$ cat src/rtl/pc_incrementer.sv
// PC incrementer: pcout = pcin + STEP, with a clock-enabled registered copy.
// Define PC_INCREMENTER_SAT_EN to saturate at all-ones on overflow instead of wrapping.
module pc_incrementer #(
    parameter int unsigned           WIDTH = 32,
    parameter logic [WIDTH-1:0]      STEP  = WIDTH'(1)
) (
    input  logic             clk,
    input  logic             rst_n,
    input  logic             en,
    input  logic [WIDTH-1:0] pcin,
    output logic [WIDTH-1:0] pcout,
    output logic             wrap,
    output logic [WIDTH-1:0] pcout_q,
    output logic             wrap_q,
    output logic             valid_q
);

    logic [WIDTH:0]   sum;
    logic [WIDTH-1:0] pcout_d;
    logic             wrap_d;
    logic             valid_d;

    assign sum  = {1'b0, pcin} + {1'b0, STEP};
    assign wrap = sum[WIDTH];

`ifdef PC_INCREMENTER_SAT_EN
    assign pcout = sum[WIDTH] ? {WIDTH{1'b1}} : sum[WIDTH-1:0];
`else
    assign pcout = sum[WIDTH-1:0];
`endif

    always_comb begin
        pcout_d = pcout_q;
        wrap_d  = wrap_q;
        valid_d = 1'b0;
        if (en) begin
            pcout_d = pcout;
            wrap_d  = wrap;
            valid_d = 1'b1;
        end
    end

    // Reset wins over en: a capture on a reset edge is dropped.
    always_ff @(posedge clk) begin
        if (!rst_n) begin
            pcout_q <= '0;
            wrap_q  <= 1'b0;
            valid_q <= 1'b0;
        end else begin
            pcout_q <= pcout_d;
            wrap_q  <= wrap_d;
            valid_q <= valid_d;
        end
    end

endmodule

$ cat config.mk
export PLATFORM = sky130hd
export DESIGN_NAME = pc_incrementer
export DESIGN_NICKNAME = d
export VERILOG_FILES = /design/src/rtl/pc_incrementer.sv
export SDC_FILE = /design/constraint.sdc
export NUM_CORES = 1
export LEC_CHECK = 0
export ABC_AREA = 1
export CAP_MARGIN = 15
export CORE_ASPECT_RATIO = 1.25
export CORE_MARGIN = 3
export CORE_UTILIZATION = 42
export DETAILED_ROUTE_END_ITERATION = 12
export HOLD_SLACK_MARGIN = 0.05
export PLACE_DENSITY = 0.8
export REMOVE_ABC_BUFFERS = 1
export SETUP_SLACK_MARGIN = 0.5
export SLEW_MARGIN = 20
export SYNTH_ARGS = -nofsm -noshare
export SYNTH_HDL_FRONTEND = slang
export SYNTH_SLANG_ARGS = --single-unit
$ cat constraint.sdc
create_clock -name clk -period 1.7 [get_ports clk]
set_input_delay 0.34 -clock clk [delete_from_list [all_inputs] [get_ports clk]]
set_output_delay 0.34 -clock clk [all_outputs]
set_load 0.03 [all_outputs]
==> run metrics <==
Worst Hold Class input port to register; critical-path cell list buf_8 -> ha_4 -> nand3_2 -> nor2_4 -> nand3_2 -> or2_4 -> nand2_2 -> buf_6; Final Cycle Share 108%; vias in the first global route 3232; top-count cell post-synth nand2_1; met3 Use GR 6.02%; Crit Path Category input port to output port; Max VDD drop 0.450 mV; Final ANT Viol Nets 0; Die Width 72.2 um; Worst Tran Pin Value 0.370 ns; Crit. End Element output port; max cap viols 0; DP HPWL 5780 um; Setup crit start kind input port; GRT overflow 0; Starting Density 44.3%; Post-synth EDFFs 0; max-slew violations 0; Final Hold Fails 0; nets 616; Slew headroom 75.3%; Worst Path Max Fanout 3; Die ar. 0.00640 sq mm; layout cells sized above 1 51.1%; Ports 102; most area-hungry cell type in the Yosys netlist dfxtp_1; final setup violation count 23; top-area cell type share of the netlist area 29.6%; number of clock buffers inserted by TritonCTS 5; Setup Skew 0 ns; Area contributors post-synth dfxtp_1, nand2_1, nor2_1; cell repeated most along the worst path nand3_2; Syn Area/Cell 5.62 sq um; row count 29; root buffer selected by CTS clkbuf_8; WL per Instance 17.2 um; switching pwr 0.963 mW; Seq/Total Area, Yosys 29.6%; CORE AREA 0.00519 sq mm; clock power share 26.2%; fin worst setup slack -0.137 ns; Data required, critical path 1.36 ns; power per cell area 568 mW/mm^2; Reg power frac 34.9%; Tot Pwr 2.52 mW; PortBufs 101; Die H 88.7 um; first-pass GRT wire length 14900 um; antenna violations before repair 0; Reg clk slew, reported paths 0.08 ns; H-tree levels 2; YS warnings 0; CP peak stage delay 0.27 ns; final hold slack 0.349 ns; GR Util All Layers 29.4%; Synth Flop Type dfxtp_1; switch share 38.2%; final wirelength 11000 um; DRT Pass-1 Iters 7; highest clock rate 544 MHz; DRC viols 0; Logic pwr share 39.0%; Worst-Skew Late Latency 0.30 ns; Starting DRT DRC Count 341; Synth cell types 24; Worst path slowest cell or2_4; Int Pwr 1.56 mW; diode count 0; pin count of the biggest net entering global routing 36; GRT busiest layer met2; Arr. time, crit path 1.50 ns; Bufs on Longest Clock Path 2; flops & latches, synth 34; routability cong. 0.867; failing checks negative setup slack; LEAKAGE 2.38 nW; Final Critical Period 1.84 ns; Async S/R FF share, synth 0%; met2 Use GR 52.9%; Mapped Cells 409; total vias in the final route 3452; setup slack, reg-to-reg 0.85 ns; clock sinks 34; Area growth syn-to-layout 93.3%; via/cell ratio 5.37; CTS tree built; Synth Cell Area 0.00230 sq mm; top post-synthesis cells by count nand2_1, nor2_1, inv_1; status finished with violations; RSZ-0062 raised after global routing true; GR Layer Usage met1 32.4%
==> per-stage QoR <==
stage / instances / setup slack, ns / instance area [sq um] / utilization, % / setup TNS (ns)
after global placement: 613 / -0.595 / 3620 / 69.8 / -19.33
after detailed placement: 613 / -0.625 / 3620 / 69.8 / -21.32
after floorplan: 399 / -0.0756 / 2240 / - / -0.0850
after global routing: 643 / -0.188 / 4440 / 85.7 / -2.88
after CTS: 634 / -0.0705 / 4090 / 78.8 / -0.455
final: 643 / -0.137 / 4440 / 85.7 / -1.74
==> final timing paths <==
kind	from	endpoint	cells past startpoint
worst max-delay path	pcin[1]	pcout[14]	8
worst min-delay path	pcin[0]	pcout_q[0]	3
worst max register to register	pcout_q[12]	pcout_q[12]	4
worst min register to register	wrap_q	wrap_q	2
==> metal layers <==
layer  up-vias  share of wire (%)
met5         -                  0
met2       195                 52
met3        71                6.8
met1      1607                 36
met4         0                5.5
li1       1579                  -
==> power groups by stage <==
stage               sequential, mW  combinational, mW  clock (mW)
detailed placement           0.897              0.809           0
floorplan                     1.01              0.284           0
global placement             0.895              0.797           0
global route                 0.885               1.04       0.689
CTS                          0.877              0.859       0.650
finish                       0.881              0.983       0.660
==> cell families (layout without fill, tap and decap cells) <==
logic type	after synthesis	after routing	synth area share, %
XOR/XNOR	9	9	3.43
adder cells (fa/ha/maj)	1	1	0.544
flip-flops	34	34	29.6
AO/OA/AOI/OAI	23	23	5.01
buffers and inverters	72	244	12.8
AND/OR/NAND/NOR	270	270	48.6
==> state kept, by name, indices dropped and copies added (netlist names) <==
signal,flops
pcout_q,32
valid_q,1
wrap_q,1
==> area by class of cell <==
cell class                 instances  area [sq um]
sequential                        34           681
timing repair buffer             174          1400
multi-input combinational        303          1960
clock inverter                     1          5.00
fill                             278           744
tap                               62          77.6
inverter                          62           239
clock buffer                       7          86.3
==> what timing repair did <==
action / 4_1_cts / 5_1_grt
setup endpoints to repair: 98 / 64
pin swaps: 56 / 28
buffers inserted: 13 / 9
hold buffers: 0 / 0
resized for setup: 444 / 74
==> placed cells by master (no fill, tap or decap), types with 2 or more instances in the layout <==
master	netlist	final
nand2_1	124	84
buf_4	0	80
nor2_1	97	69
inv_1	62	55
buf_2	1	42
buf_6	1	39
dfxtp_1	34	34
nand2_2	2	26
nor2_4	3	20
nand3_1	31	20
nand2_4	0	16
nor2_2	5	16
nand3_2	1	11
o21ai_2	0	9
o21ai_0	16	6
clkbuf_8	1	6
inv_2	0	5
xnor2_4	0	5
o21ai_1	5	4
clkdlybuf4s15_2	0	4
xor2_4	0	3
nand3b_1	3	3
dlygate4sd2_1	0	3
o21ai_4	0	2
a21oi_1	2	2
buf_8	0	2
clkbuf_4	0	2
==> critical path, delay by kind of cell <==
kind / cells / cell delay, ns
adder cells (fa/ha/maj): 1 / 0.15
buffers and inverters: 2 / 0.21
AND/OR/NAND/NOR: 5 / 0.80
No activity file was read; power rests on OpenSTA's default activity.
